File: src/rtl/square_ctl_pkg.sv
// Shared VGA package: default visible-area constants, position widths and
// the movement FSM state type used by the square controller.
package square_ctl_pkg;

    localparam int H_ACTIVE_DEF = 800;
    localparam int V_ACTIVE_DEF = 600;

    // Screen coordinates are unsigned 12-bit; the step arithmetic needs one
    // extra bit so that a move past zero shows up as a negative value.
    localparam int POS_W   = 12;
    localparam int ARITH_W = 13;

    typedef enum logic [1:0] {
        ST_IDLE   = 2'd0,
        ST_ACCEL  = 2'd1,
        ST_CRUISE = 2'd2
    } sq_state_t;

endpackage

File: src/rtl/square_ctl_sync_2ff.sv
// Two-flop synchronizer for one asynchronous, active-high button input.
module sync_2ff (
    input  logic clk,
    input  logic rst,
    input  logic d,
    output logic q
);

    logic meta;

    // Two back-to-back flops give the first stage a full cycle to resolve.
    always_ff @(posedge clk or posedge rst) begin
        if (rst) begin
            meta <= 1'b0;
            q    <= 1'b0;
        end else begin
            meta <= d;
            q    <= meta;
        end
    end

endmodule

File: src/rtl/square_ctl.sv
// Square position controller: moves a WIDTH x HEIGHT square once per frame
// from synchronized direction buttons, accelerating from 1 px/frame up to
// STEP_MAX px/frame while a direction is held, and clamps it inside the
// visible area.
module square_ctl
    import square_ctl_pkg::*;
#(
    parameter int X_INIT       = 150,
    parameter int Y_INIT       = 100,
    parameter int WIDTH        = 8,
    parameter int HEIGHT       = 8,
    parameter int H_ACTIVE     = H_ACTIVE_DEF,
    parameter int V_ACTIVE     = V_ACTIVE_DEF,
    parameter int STEP_MAX     = 4,
    parameter int ACCEL_FRAMES = 8
) (
    input  logic             clk,
    input  logic             rst,
    input  logic             vblnk,
    input  logic             btn_up,
    input  logic             btn_down,
    input  logic             btn_left,
    input  logic             btn_right,
    input  logic             btn_home,
    output logic [POS_W-1:0] xpos,
    output logic [POS_W-1:0] ypos,
    output logic             moving
);

    localparam int SPEED_W = $clog2(STEP_MAX + 1);
    localparam int HOLD_W  = $clog2(ACCEL_FRAMES + 1);

    localparam logic signed [ARITH_W-1:0] X_MAX = ARITH_W'(H_ACTIVE - 1 - WIDTH);
    localparam logic signed [ARITH_W-1:0] Y_MAX = ARITH_W'(V_ACTIVE - 1 - HEIGHT);

    localparam logic [SPEED_W-1:0] SPEED_ONE  = SPEED_W'(1);
    localparam logic [SPEED_W-1:0] SPEED_TOP  = SPEED_W'(STEP_MAX);
    localparam logic [HOLD_W-1:0]  HOLD_LAST  = HOLD_W'(ACCEL_FRAMES - 1);

    // Signed per-axis displacement: +spd, -spd, or 0 when neither or both
    // opposing buttons are held.
    function automatic logic signed [ARITH_W-1:0] axis_step(
        input logic               pos,
        input logic               neg,
        input logic [SPEED_W-1:0] spd
    );
        logic signed [ARITH_W-1:0] mag;
        mag = $signed({{(ARITH_W - SPEED_W){1'b0}}, spd});
        if (pos && !neg) begin
            return mag;
        end else if (neg && !pos) begin
            return -mag;
        end else begin
            return '0;
        end
    endfunction

    // Saturate a signed candidate position into [0, hi]; never wraps.
    function automatic logic [POS_W-1:0] clamp_pos(
        input logic signed [ARITH_W-1:0] v,
        input logic signed [ARITH_W-1:0] hi
    );
        if (v < $signed(ARITH_W'(0))) begin
            return '0;
        end else if (v > hi) begin
            return hi[POS_W-1:0];
        end else begin
            return v[POS_W-1:0];
        end
    endfunction

    logic up_s, down_s, left_s, right_s, home_s;

    sync_2ff u_sync_up    (.clk(clk), .rst(rst), .d(btn_up),    .q(up_s));
    sync_2ff u_sync_down  (.clk(clk), .rst(rst), .d(btn_down),  .q(down_s));
    sync_2ff u_sync_left  (.clk(clk), .rst(rst), .d(btn_left),  .q(left_s));
    sync_2ff u_sync_right (.clk(clk), .rst(rst), .d(btn_right), .q(right_s));
    sync_2ff u_sync_home  (.clk(clk), .rst(rst), .d(btn_home),  .q(home_s));

    logic vblnk_d;
    logic tick;

    // Delayed copy of vblnk for rising-edge detection.
    always_ff @(posedge clk or posedge rst) begin
        if (rst) begin
            vblnk_d <= 1'b0;
        end else begin
            vblnk_d <= vblnk;
        end
    end

    assign tick = vblnk & ~vblnk_d;

    sq_state_t                 state;
    logic [SPEED_W-1:0]        speed;
    logic [HOLD_W-1:0]         hold_cnt;

    logic signed [ARITH_W-1:0] dx_step, dy_step;
    logic signed [ARITH_W-1:0] x_sum, y_sum;
    logic [POS_W-1:0]          x_next, y_next;
    logic                      any_dir;

    // Candidate clamped position using the speed held before this tick.
    always_comb begin
        dx_step = axis_step(right_s, left_s, speed);
        dy_step = axis_step(down_s, up_s, speed);
        x_sum   = $signed({1'b0, xpos}) + dx_step;
        y_sum   = $signed({1'b0, ypos}) + dy_step;
        x_next  = clamp_pos(x_sum, X_MAX);
        y_next  = clamp_pos(y_sum, Y_MAX);
        any_dir = (right_s ^ left_s) | (down_s ^ up_s);
    end

    // Movement FSM; position, speed and state only advance on a frame tick.
    // hold_cnt counts frames already moved at the current speed, so the
    // entry tick out of IDLE is the first of the ACCEL_FRAMES at speed 1.
    always_ff @(posedge clk or posedge rst) begin
        if (rst) begin
            state    <= ST_IDLE;
            speed    <= SPEED_ONE;
            hold_cnt <= '0;
            xpos     <= POS_W'(X_INIT);
            ypos     <= POS_W'(Y_INIT);
            moving   <= 1'b0;
        end else if (tick) begin
            if (home_s) begin
                state    <= ST_IDLE;
                speed    <= SPEED_ONE;
                hold_cnt <= '0;
                xpos     <= POS_W'(X_INIT);
                ypos     <= POS_W'(Y_INIT);
                moving   <= 1'b0;
            end else begin
                case (state)
                    ST_IDLE: begin
                        if (any_dir) begin
                            state    <= ST_ACCEL;
                            speed    <= SPEED_ONE;
                            hold_cnt <= HOLD_W'(1);
                            xpos     <= x_next;
                            ypos     <= y_next;
                            moving   <= 1'b1;
                        end
                    end
                    ST_ACCEL: begin
                        if (!any_dir) begin
                            state    <= ST_IDLE;
                            speed    <= SPEED_ONE;
                            hold_cnt <= '0;
                            moving   <= 1'b0;
                        end else begin
                            xpos <= x_next;
                            ypos <= y_next;
                            if (hold_cnt == HOLD_LAST) begin
                                hold_cnt <= '0;
                                speed    <= speed + SPEED_ONE;
                                if ((speed + SPEED_ONE) == SPEED_TOP) begin
                                    state <= ST_CRUISE;
                                end
                            end else begin
                                hold_cnt <= hold_cnt + HOLD_W'(1);
                            end
                        end
                    end
                    ST_CRUISE: begin
                        if (!any_dir) begin
                            state    <= ST_IDLE;
                            speed    <= SPEED_ONE;
                            hold_cnt <= '0;
                            moving   <= 1'b0;
                        end else begin
                            speed <= SPEED_TOP;
                            xpos  <= x_next;
                            ypos  <= y_next;
                        end
                    end
                    default: begin
                        state    <= ST_IDLE;
                        speed    <= SPEED_ONE;
                        hold_cnt <= '0;
                        moving   <= 1'b0;
                    end
                endcase
            end
        end
    end

endmodule

File: config.mk
export PLATFORM = sky130hd
export DESIGN_NAME = square_ctl
export DESIGN_NICKNAME = d
export VERILOG_FILES = /design/src/rtl/square_ctl_pkg.sv /design/src/rtl/square_ctl_sync_2ff.sv /design/src/rtl/square_ctl.sv
export SDC_FILE = /design/constraint.sdc
export NUM_CORES = 1
export LEC_CHECK = 0
export ABC_AREA = 1
export BUFFER_PORTS_ARGS = -buffer_cell sky130_fd_sc_hd__buf_4
export CELL_PAD_IN_SITES_DETAIL_PLACEMENT = 0
export CELL_PAD_IN_SITES_GLOBAL_PLACEMENT = 1
export CORE_MARGIN = 2
export CORE_UTILIZATION = 29
export DETAILED_ROUTE_END_ITERATION = 16
export PLACE_DENSITY_LB_ADDON = 0.1
export REMOVE_ABC_BUFFERS = 1
export SYNTH_ARGS = -nofsm -noshare
export SYNTH_HDL_FRONTEND = slang
export SYNTH_HIERARCHICAL = 1
export SYNTH_SLANG_ARGS = --single-unit
File: constraint.sdc
create_clock -name clk -period 7.8 [get_ports clk]
set_input_delay 0 -clock clk [delete_from_list [all_inputs] [get_ports clk]]
set_output_delay 0 -clock clk [all_outputs]
set_load 0.02 [all_outputs]
; Word level (Yosys, flattened, before mapping)
; Index checks and enable logic that the tools add are counted.
[totals]
reg_bits = 45
[classes]
addsub = 5
n_lt_le_gt_ge = 4
n_eq_ne = 9
muxes = 37
n_bitwise = 5
n_reduce_logical = 18
[op_table]
columns = operator, n
row1 = $mux W12, 10
row2 = $mux W13, 4
row3 = $add A13 B13 Y13, 2
row4 = $gt A13 B11 Y1 const B, 2
row5 = $lt A13 B1 Y1 const B, 2
row6 = $mux W4, 5
row7 = $mux W3, 5
row8 = $neg A3 Y13, 1
row9 = $mux W2, 6
row10 = $pmux W4 S3, 1
row11 = $reduce_and A3 Y1, 4
row12 = $ne A3 B2 Y1 const B, 3
row13 = $pmux W3 S3, 1
row14 = $ne A4 B3 Y1 const B, 2
row15 = $pmux W2 S3, 1
row16 = $reduce_and A5 Y1, 1
row17 = $add A4 B1 Y4 const B, 1
row18 = $eq A4 B3 Y1 const B, 1
row19 = $logic_and A1 B1 Y1, 4
row20 = $logic_not A1 Y1, 4
row21 = $reduce_bool A2 Y1, 2
row22 = $add A3 B1 Y3 const B, 1
row23 = $eq A3 B3 Y1 const B, 1
row24 = $mux W1, 3
row25 = 10 further kinds, 11

; Longest topological paths before layout
; Gate-level depths: netlist of run 1.
[depth]
depth_word = 11
depth_mapped = 21

; Modules after synthesis
; The synthesis of run 1 kept the hierarchy.
[modules_own_cells]
columns = mod, instances, cells_each, area_per_inst_um2, seq_area_each_um2
row1 = square_ctl, 1, 507, 3387.0, 885.8
row2 = sync_2ff, 5, 3, 53.8, 50.0

; Worst setup path after synthesis of run 1
; OpenSTA, ideal clock, no wires.
[synth_path]
kind = register to register
startpoint = register speed[0]
endpoint = register ypos[1]
setup_time_ns = 0.120
t_arrival_ns = 2.560
slack_ns = 5.119
path_stages_with_launch = 16
path_buffers = 0
period_less_slack_ns = 2.681
cell_sequence = dfstp_2 inv_1 ha_1 ha_1 nor2_1 ha_1 nand2_2 inv_1 a21oi_2 nand2_2 nand2_2 nand3_1 a21oi_4 nand2_4 o21ai_1 nand2_1
[synth_via]
elab_chain_len = 10
elab_cells_between_ends = 11
[synth_rtl]
columns = item, line_no
row1 = from (decl), square_ctl.sv:95  ; logic [SPEED_W-1:0] speed;
row2 = from (signal assigned), square_ctl.sv:156  ; speed <= speed + SPEED_ONE;
row3 = $neg A3 Y13, square_ctl.sv:52  ; return -mag;
row4 = $mux W13, square_ctl.sv:51  ; end else if (neg && !pos) begin
row5 = $mux W13 *, square_ctl.sv:49  ; if (pos && !neg) begin
row6 = $add A13 B13 Y13 *, square_ctl.sv:108  ; y_sum = $signed({1'b0, ypos}) + dy_step;
row7 = $gt A13 B11 Y1, square_ctl.sv:65  ; end else if (v > hi) begin
row8 = $mux W12, square_ctl.sv:65
row9 = $mux W12 *, square_ctl.sv:63  ; if (v < $signed(ARITH_W'(0))) begin
row10 = $mux W12 *, "square_ctl.sv:136, square_ctl.sv:146, square_ctl.sv:166"
row11 = $mux W12 *, -
row12 = $mux W12 *, square_ctl.sv:126  ; if (home_s) begin
row13 = to (signal assigned), square_ctl.sv:131  ; ypos <= POS_W'(Y_INIT);
row14 = to (signal assigned), square_ctl.sv:141  ; ypos <= y_next;
row15 = to (signal assigned), square_ctl.sv:153  ; ypos <= y_next;
row16 = to (decl), square_ctl.sv:26  ; output logic [POS_W-1:0] ypos,
; Mark *: on every way between the ends. The rest lies on a longest branch, timed or not. The select of a mux whose other input is x is not followed.
; A chain may end at the register's enable or synchronous reset.

; Final worst setup path of run 1
[layout_path]
startpoint = register speed[0]
endpoint = register xpos[0]
[layout_via]
elab_chain_len = 10
elab_cells_between_ends = 11
[layout_rtl]
columns = item, line_no
row1 = $neg A3 Y13, square_ctl.sv:52
row2 = $mux W13, square_ctl.sv:51
row3 = $mux W13 *, square_ctl.sv:49
row4 = $add A13 B13 Y13 *, square_ctl.sv:107  ; x_sum = $signed({1'b0, xpos}) + dx_step;
row5 = $gt A13 B11 Y1, square_ctl.sv:65
row6 = $mux W12, square_ctl.sv:65
row7 = $mux W12 *, square_ctl.sv:63
row8 = $mux W12 *, "square_ctl.sv:136, square_ctl.sv:146, square_ctl.sv:166"
row9 = $mux W12 *, -
row10 = $mux W12 *, square_ctl.sv:126
row11 = to (signal assigned), square_ctl.sv:130  ; xpos <= POS_W'(X_INIT);
row12 = to (signal assigned), square_ctl.sv:140  ; xpos <= x_next;
row13 = to (signal assigned), square_ctl.sv:152  ; xpos <= x_next;
row14 = to (decl), square_ctl.sv:25  ; output logic [POS_W-1:0] xpos,
; Marked as above.

==> results of run 1 <==
## registers in the layout, summed over array words and instances, names as in the netlist, 2 cells and up
signal    flops
state         2
ypos         12
hold_cnt      4
xpos         12
speed         3
## placed cells by master (no fill, tap or decap), drive strengths merged, types with 3 or more instances in the layout
cell,netlist,final
nand2,173,173
inv,92,93
nor2,55,55
ha,37,37
dfrtp,37,37
buf,0,34
nand3,31,31
a21oi,29,29
o21ai,19,19
nand4,9,9
dfstp,8,8
dlygate4sd3,0,7
o22ai,5,5
clkbuf,2,5
nand3b,4,4
xor2,4,4
o21bai,3,3
## cell usage after synthesis (all sizes together), types with 2 or more instances
master,count,area share [%]
nand3,31,4.7
clkbuf,2,0.21
nor3,2,0.27
fa,2,1.1
nor2,55,6.3
nand2,173,19
nand3b,4,0.82
dfstp,8,5.7
a21oi,29,5.4
ha,37,13
xor2,4,1.2
o22ai,5,0.86
o21ai,19,2.6
dfrtp,37,25
and2,2,0.34
nand4,9,1.5
o21bai,3,0.62
inv,92,9.4
or2,2,0.41
## layout make-up
type                    instances  area share [%]
inverters                      93           8.052
clock inverters                 3          0.4906
well taps                     172           4.964
multi-input cells             382           49.90
flip-flops and latches         45           26.20
repair buffers                 41           7.504
clock buffers                   5           2.886
## per-stage QoR
| step | worst slack, ns | util, % |
|---|---|---|
| 6_report | 4.475 | 34.78 |
| 5_1_grt | 4.243 | 34.78 |
| 4_1_cts | 4.475 | 34.78 |
| 3_5_place_dp | 4.519 | 33.04 |
| 3_3_place_gp | 4.543 | 33.04 |
| 2_1_floorplan | 5.119 | - |
## worst reg2reg max path, stage by stage (launching register included)
cell and delay [ns]:
dfstp_2 0.56, inv_1 0.08, ha_1 0.21, ha_1 0.19
nor2_1 0.50, ha_1 0.40, nand2_1 0.17, a21oi_1 0.09
o21ai_0 0.29, nand3_1 0.11, nand2_1 0.07, nand2_1 0.08
nor2_4 0.20, nand2_2 0.09, o21ai_1 0.12, nand2_1 0.06
## layer usage
layer	routed length [um]	global-route usage, %
met5	0	0
met1	4811	20.44
met2	4366	24.61
met4	86	3.651
met3	214	2.595
## worst max-delay path by stage
stage | startpoint | to | slack, ns | cells past startpoint
finish | speed[0] | xpos[0] | 4.47 | 15
global route | speed[0] | xpos[0] | 4.24 | 15
CTS | speed[0] | xpos[6] | 4.47 | 14
detailed placement | speed[0] | ypos[9] | 4.52 | 15
global placement | speed[0] | ypos[9] | 4.54 | 15
floorplan | speed[0] | ypos[1] | 5.12 | 15
## cells by family after synthesis
group                    after synthesis
AO/OA/AOI/OAI                         60
XOR/XNOR                               5
adder cells (fa/ha/maj)               39
buffers and inverters                 95
flip-flops                            45
AND/OR/NAND/NOR                      278
## power groups by stage
stage	logic (W)	clock network (W)	registers, W
after floorplan	0.000417	0	0.000390
after global placement	0.000654	0	0.000360
after detailed placement	0.000645	0	0.000360
after CTS	0.000652	0.000227	0.000356
after global routing	0.000734	0.000237	0.000364
final	0.000641	0.000215	0.000353
## repair_timing
item | in CTS | in global routing
endpoints found under the hold margin | 43 | 0
hold buffers | 7 | 0
buffers inserted | 0 | 0
==> flow_metrics.env, run 1 <==
export IMPL_root_buffer="clkbuf_16"
export IMPL_placeableCoreArea_um2=12470
export IMPL_clock_tree_from_tritoncts="yes"
export IMPL_synth_compound_area_share_pct=10.30
export IMPL_final_min_period_over_clock_period_pct=42.63
export IMPL_p_clk_share_pct=17.8
export IMPL_ctsResizeCount=0
export IMPL_cp_required_ns=7.98
export IMPL_cp_buffers_inverters=1
export IMPL_max_fo_critical_path=7
export IMPL_grt_remaining_overflow=0
export IMPL_crit_reg2reg_capture="xpos[0]"
export IMPL_timing_final_hold_violations=0
export IMPL_cellInternalPower_w=0.0006545
export IMPL_switchingPower_w=0.0005540
export IMPL_syn_avg_cell_area_um2=7.004
export IMPL_post_synth_fa_ha_maj_area_fraction_pct=13.76
export IMPL_detail_route_wirelength_mm=9.479
export IMPL_dpl_instance_area_um2=4119
export IMPL_fmax_mhz=300.7
export IMPL_layout_cell_area_non_filler_um2=4335
export IMPL_maxCapViolCount=0
export IMPL_synthesis_instances=522
export IMPL_worst_hold_path_type="in -> async"
export IMPL_p_seq_share_pct=29.2
export IMPL_initial_core_util_pct=29.33
export IMPL_final_min_clock_period_ns=3.325
export IMPL_area_growth_syn_to_layout_pct=18.58
export IMPL_globalplace_congestion=0.8419
export IMPL_cts_htree_levels=2
export IMPL_layout_nets=615
export IMPL_transition_time_at_the_pin_with_the_least_slew_margin_ns=0.6507
export IMPL_report_final_slew_viol_count=0
export IMPL_vdd_ir_drop_worst_mv=0.1165
export IMPL_synthesis_area_um2=3656
export IMPL_share_comb_of_total_power_pct=53.1
export IMPL_placementRows=41
export IMPL_start_kind="register"
export IMPL_worst_endpoint_arrival_ns=3.51
export IMPL_vias=3283
export IMPL_critical_path_top_delay_family="simple AND/OR/NAND/NOR gates"
export IMPL_cts_sink_count=45
export IMPL_grt_antenna_before_repair=0
export IMPL_floorplan_die_area_um2=13520
export IMPL_synth_top_family_by_area="simple AND/OR/NAND/NOR gates"
export IMPL_cpMaxStageDelayCell="dfstp_2"
export IMPL_route_detailed_drc=0
export IMPL_worst_slew_margin_rel_pct=56.46
export IMPL_post_layout_total_power_w=0.001209
export IMPL_post_route_clock_skew_ns=0.006634
export IMPL_switching_share_pct=45.84
export IMPL_crit_path_frequent_cell="nand2_1"
export IMPL_clk_latency_ns=0.29
export IMPL_seq_area_frac_synth_pct=31.07
export IMPL_cts_clk_slew_worst_paths_ns=0.07
export IMPL_rrSetupSlack_ns=4.47
export IMPL_place_port_buffers=32
export IMPL_tritoncts_num_buffers=5
export IMPL_synth_simple_area_share_pct=33.71
export IMPL_num_io_pins=33
export IMPL_synth_edff_count=0
export IMPL_grt_max_degree=36
export IMPL_yosys_register_bits=45
export IMPL_post_synth_mux_area_share_pct=0
export IMPL_hold_worst_slack_ns=0.1445
export IMPL_worst_path_largest_cell_delay_ns=0.56
export IMPL_drt_iter0_drc=143
export IMPL_final_fill_count=1373
export IMPL_synth_lib_cells_used_distinct=36
export IMPL_run_status="finished clean"
export IMPL_fp_dieH_um=116.3
export IMPL_post_route_cells_drive_above_1_share_pct=17.05
export IMPL_register_area_um2=1136
export IMPL_final_std_cells_w_o_fill=741
export IMPL_dp_cells=726
export IMPL_clock_tree_buffer_depth=2
export IMPL_timing_reg2reg_worst_path_depth=15
export IMPL_drt_wl_cell_um=12.79
export IMPL_postRouteAntennaNets=0
export IMPL_grt_pass1_wl_mm=15.79
export IMPL_crit_type="reg -> reg"
export IMPL_grt_pass1_vias=3177
export IMPL_dpl_hpwl_mm=7.723
export IMPL_via_per_inst=4.430
export IMPL_ys_async_sr_fraction_pct=100.0
export IMPL_multi_input_comb_area_um2=2163
export IMPL_share_of_the_synthesized_netlist_area_taken_by_xor_and_xnor_gates_pct=1.403
export IMPL_detail_route_first_pass_iterations=4
export IMPL_reg2reg_from="speed[0]"
export IMPL_end_kind="register"
export IMPL_grt_setup_unrepaired="false"
export IMPL_power_density_cell_area_nw_per_um2=278.8
export IMPL_tns_ns=0
export IMPL_synth_ff_type="dfrtp_1"
export IMPL_power_static_leakage_nw=2.387
export IMPL_crit_path_cell_trace="inv_1 -> ha_1 -> ha_1 -> nor2_1 -> ha_1 -> nand2_1 -> a21oi_1 -> o21ai_0 -> nand3_1 -> nand2_1 -> nand2_1 -> nor2_4 -> nand2_2 -> o21ai_1 -> nand2_1"
export IMPL_synthesis_yosys_warnings=6
export IMPL_finalSetupViolations=0
export IMPL_ant_cells=0
export IMPL_dieWidth_um=116.3
export IMPL_groute_usage_overall_pct=14.95
Power figures use the tool's default switching activity.
==> run 2: changes to the inputs <==
--- a/config.mk
+++ b/config.mk
@@ -5,7 +5,7 @@
 export SDC_FILE = /design/constraint.sdc
 export NUM_CORES = 1
 export LEC_CHECK = 0
-export ABC_AREA = 1
+export ABC_AREA = 0
 export BUFFER_PORTS_ARGS = -buffer_cell sky130_fd_sc_hd__buf_4
 export CELL_PAD_IN_SITES_DETAIL_PLACEMENT = 0
 export CELL_PAD_IN_SITES_GLOBAL_PLACEMENT = 1
==> constraint.sdc (replaced) <==
create_clock -name clk -period 3.4 [get_ports clk]
set_input_delay 0 -clock clk [delete_from_list [all_inputs] [get_ports clk]]
set_output_delay 0 -clock clk [all_outputs]
set_load 0.02 [all_outputs]
==> run 2 against run 1 <==
The run now ends with negative setup slack left. Worst setup slack worse by 4.6 ns. Clock-buffer cell count stayed put. Power is 140% higher. Flip-flop and latch count stayed put. Utilization is 6.9 points higher. Combinational power grew to 2.6 times the previous value. Largest cell class unchanged. Final area is 15% higher. Synthesized cell count is 23% lower. Non-clock buffer count is 88 higher.
==> flow_metrics.env, run 2 <==
export IMPL_grt_remaining_overflow=0
export IMPL_largest_registers="xpos: 12 flops, ypos: 12 flops, hold_cnt: 4 flops"
export IMPL_postRouteAntennaNets=0
export IMPL_post_route_cells_drive_above_1_share_pct=33.27
export IMPL_post_synth_main_area_contributors="dfrtp_1, ha_1, dfstp_2, nand2_1, a21oi_1"
export IMPL_grt_met2_usage_pct=28.52
export IMPL_synthesis_instances=400
export IMPL_area_growth_syn_to_layout_pct=40.87
export IMPL_power_density_cell_area_nw_per_um2=582.1
export IMPL_dpl_hpwl_mm=8.122
export IMPL_maxCapViolCount=0
export IMPL_end_kind="register"
export IMPL_route_detailed_drc=0
export IMPL_vdd_ir_drop_worst_mv=0.1925
export IMPL_failed_checks="negative setup slack"
export IMPL_tritoncts_num_buffers=5
export IMPL_leading_cell_type_in_the_layout_fill_and_taps_excluded="buf_4"
export IMPL_cts_htree_levels=2
export IMPL_run_status="finished, violations left"
export IMPL_syn_avg_cell_area_um2=8.840
export IMPL_final_min_period_over_clock_period_pct=103.7
export IMPL_dieWidth_um=114.4
export IMPL_crit_path_frequent_cell="ha_4"
export IMPL_fp_dieH_um=114.4
export IMPL_detail_route_first_pass_iterations=6
export IMPL_drt_iter0_drc=137
export IMPL_cp_buffers_inverters=4
export IMPL_share_comb_of_total_power_pct=57.2
export IMPL_worst_endpoint_arrival_ns=3.69
export IMPL_drt_wl_cell_um=15.67
export IMPL_initial_core_util_pct=29.56
export IMPL_most_numerous_cell_types_in_the_synthesized_netlist="nand2_1, dfrtp_1, ha_1"
export IMPL_grt_pass1_vias=3483
export IMPL_critical_path_top_delay_family="compound AO/OA/AOI/OAI gates"
export IMPL_worst_slack_ns=-0.1246
export IMPL_synth_edff_count=0
export IMPL_fmax_mhz=283.7
export IMPL_via_per_inst=5.030
export IMPL_place_port_buffers=32
export IMPL_report_final_slew_viol_count=0
export IMPL_synthesis_yosys_warnings=6
export IMPL_yosysMostFrequentCell="nand2_1"
export IMPL_placementRows=40
export IMPL_globalRouteMet1Util_pct=23.02
export IMPL_transition_time_at_the_pin_with_the_least_slew_margin_ns=0.5706
export IMPL_globalplace_congestion=0.8242
export IMPL_placeableCoreArea_um2=11960
export IMPL_worst_hold_path_type="in -> async"
export IMPL_root_buffer="clkbuf_16"
export IMPL_ant_cells=0
export IMPL_finalSetupViolations=8
export IMPL_cellInternalPower_w=0.001742
export IMPL_layout_nets=572
export IMPL_clock_tree_buffer_depth=2
export IMPL_synth_area_leader_cell="dfrtp_1"
export IMPL_detail_route_wirelength_mm=10.55
export IMPL_groute_usage_overall_pct=16.97
export IMPL_floorplan_die_area_um2=13090
export IMPL_worst_path_largest_cell_delay_ns=0.54
export IMPL_timing_final_hold_violations=0
export IMPL_ys_async_sr_fraction_pct=100.0
export IMPL_grt_setup_unrepaired="true"
export IMPL_grt_pass1_wl_mm=17.64
export IMPL_cp_required_ns=3.57
export IMPL_final_min_clock_period_ns=3.525
export IMPL_mostFrequentLayoutCells="buf_4, nand2_1, dfrtp_1"
export IMPL_switching_share_pct=39.92
export IMPL_synth_lib_cells_used_distinct=65
export IMPL_synth_ff_type="dfrtp_1"
export IMPL_p_seq_share_pct=25.8
export IMPL_crit_type="reg -> reg"
export IMPL_power_static_leakage_nw=2.394
export IMPL_max_fo_critical_path=6
export IMPL_tns_ns=-0.5645
export IMPL_worst_slew_margin_rel_pct=61.56
export IMPL_cts_clk_slew_worst_paths_ns=0.07
export IMPL_netlist_area_leader_share_pct=26.19
export IMPL_synthesis_area_um2=3536
export IMPL_globalRoute_busiestLayer="met2"
export IMPL_clock_tree_from_tritoncts="yes"
export IMPL_post_layout_total_power_w=0.002900
export IMPL_num_io_pins=33
export IMPL_start_kind="register"
export IMPL_timing_reg2reg_worst_path_depth=15
export IMPL_cts_sink_count=45
export IMPL_worst_path_stages=15
export IMPL_yosys_register_bits=45
export IMPL_grt_max_degree=36
export IMPL_groute_layer_met3_usage_pct=2.488
export IMPL_switchingPower_w=0.001157
export IMPL_crit_path_cell_trace="inv_2 -> ha_4 -> ha_4 -> or3b_4 -> inv_4 -> buf_6 -> ha_4 -> nand4_1 -> o41a_1 -> a211oi_2 -> a211oi_2 -> buf_4 -> a221oi_4 -> nor3_2 -> a221o_1"
export IMPL_clk_latency_ns=0.29
export IMPL_post_route_clock_skew_ns=0.009128
export IMPL_vias=3385
export IMPL_p_clk_share_pct=17.0
export IMPL_seq_area_frac_synth_pct=32.13
export IMPL_cpMaxStageDelayCell="dfstp_2"
export IMPL_grt_antenna_before_repair=0
-- run 2: cell count changes in the layout (fill, tap and decap cells not counted), moves of 9 or more --
cell	delta
nand2_1	-113
buf_4	+86
inv_1	-61
nor2_1	-31
nand2_2	-19
nand3_1	-16
a21o_1	+11
xnor2_1	+9
-- run 2: final cells by class --
type | instances | area, um^2
inverter | 28 | 107.6
sequential | 45 | 1136
clock inverter | 3 | 21.27
timing repair buffer | 129 | 1002
fill | 1177 | 6980
tap | 147 | 183.9
clock buffer | 5 | 125.1
multi-input combinational | 316 | 2405
-- run 2: worst reg2reg max path, stage by stage (launching register included) --
cell	delay [ns]
dfstp_2	0.54
inv_2	0.05
ha_4	0.16
ha_4	0.16
or3b_4	0.40
inv_4	0.08
buf_6	0.12
ha_4	0.15
nand4_1	0.12
o41a_1	0.48
a211oi_2	0.26
a211oi_2	0.09
buf_4	0.16
a221oi_4	0.26
nor3_2	0.10
a221o_1	0.28
-- run 2: power by group through the flow --
stage,clock network [W],logic (W),registers [W]
floorplan,0,0.000801,0.000827
global placement,0,0.00152,0.000760
detailed placement,0,0.00152,0.000759
CTS,0.000513,0.00164,0.000754
global route,0.000533,0.00183,0.000766
finish,0.000493,0.00166,0.000748
-- run 2: what timing repair did --
item | in CTS | in global routing
resized for setup | 29 | 8
endpoints found under the setup margin | 20 | 19
hold buffers | 7 | 0
setup buffers | 7 | 4
pin swaps | 12 | 8
hold endpoints to repair | 43 | 0
-- run 2: kinds of logic (layout without fill, tap and decap cells) --
group / Yosys count / after routing / synth area share, %
adders and majority gates: 39 / 39 / 14.22
DFF: 45 / 45 / 32.13
buffers and inverters: 39 / 165 / 4.282
and+or+nand+nor: 130 / 130 / 18.90
muxes: 2 / 2 / 0.5662
xor gates and xnor gates: 15 / 15 / 3.715
AOI/OAI and AO/OA: 130 / 130 / 26.19
-- run 2: worst paths after layout --
check / startpoint / end / slack (ns)
min in group clk: u_sync_left/meta / u_sync_left/q / 0.35
max reg2reg: speed[0] / ypos[0] / -0.12
min: rst / u_sync_down/meta / 0.15
max in group asynchronous: rst / ypos[2] / 2.61
min reg2reg: u_sync_left/meta / u_sync_left/q / 0.35
max: speed[0] / ypos[0] / -0.12
-- run 2: routing by layer --
layer  up-vias  part of all wire, %  routed length [um]
met5         -                    0                   0
met4         0                  1.1                 113
met3        12                  2.3                 239
met2        44                   47                4995
met1      1606                   49                5198
li1       1723                    -                   -
-- run 2: through the flow --
| stage | hold slack, ns | setup slack (ns) | cell area [um^2] | util (%) | cells |
|---|---|---|---|---|---|
| 2_1_floorplan | -0.2588 | -0.2780 | 3490 | - | 389 |
| 3_3_place_gp | -0.1045 | -0.3523 | 4527 | 37.85 | 648 |
| 3_5_place_dp | -0.1014 | -0.4062 | 4527 | 37.85 | 648 |
| 4_1_cts | 0.1360 | -0.1054 | 4913 | 41.08 | 670 |
| 5_1_grt | 0.1407 | -0.2702 | 4981 | 41.64 | 673 |
| 6_report | 0.1465 | -0.1246 | 4981 | 41.64 | 673 |
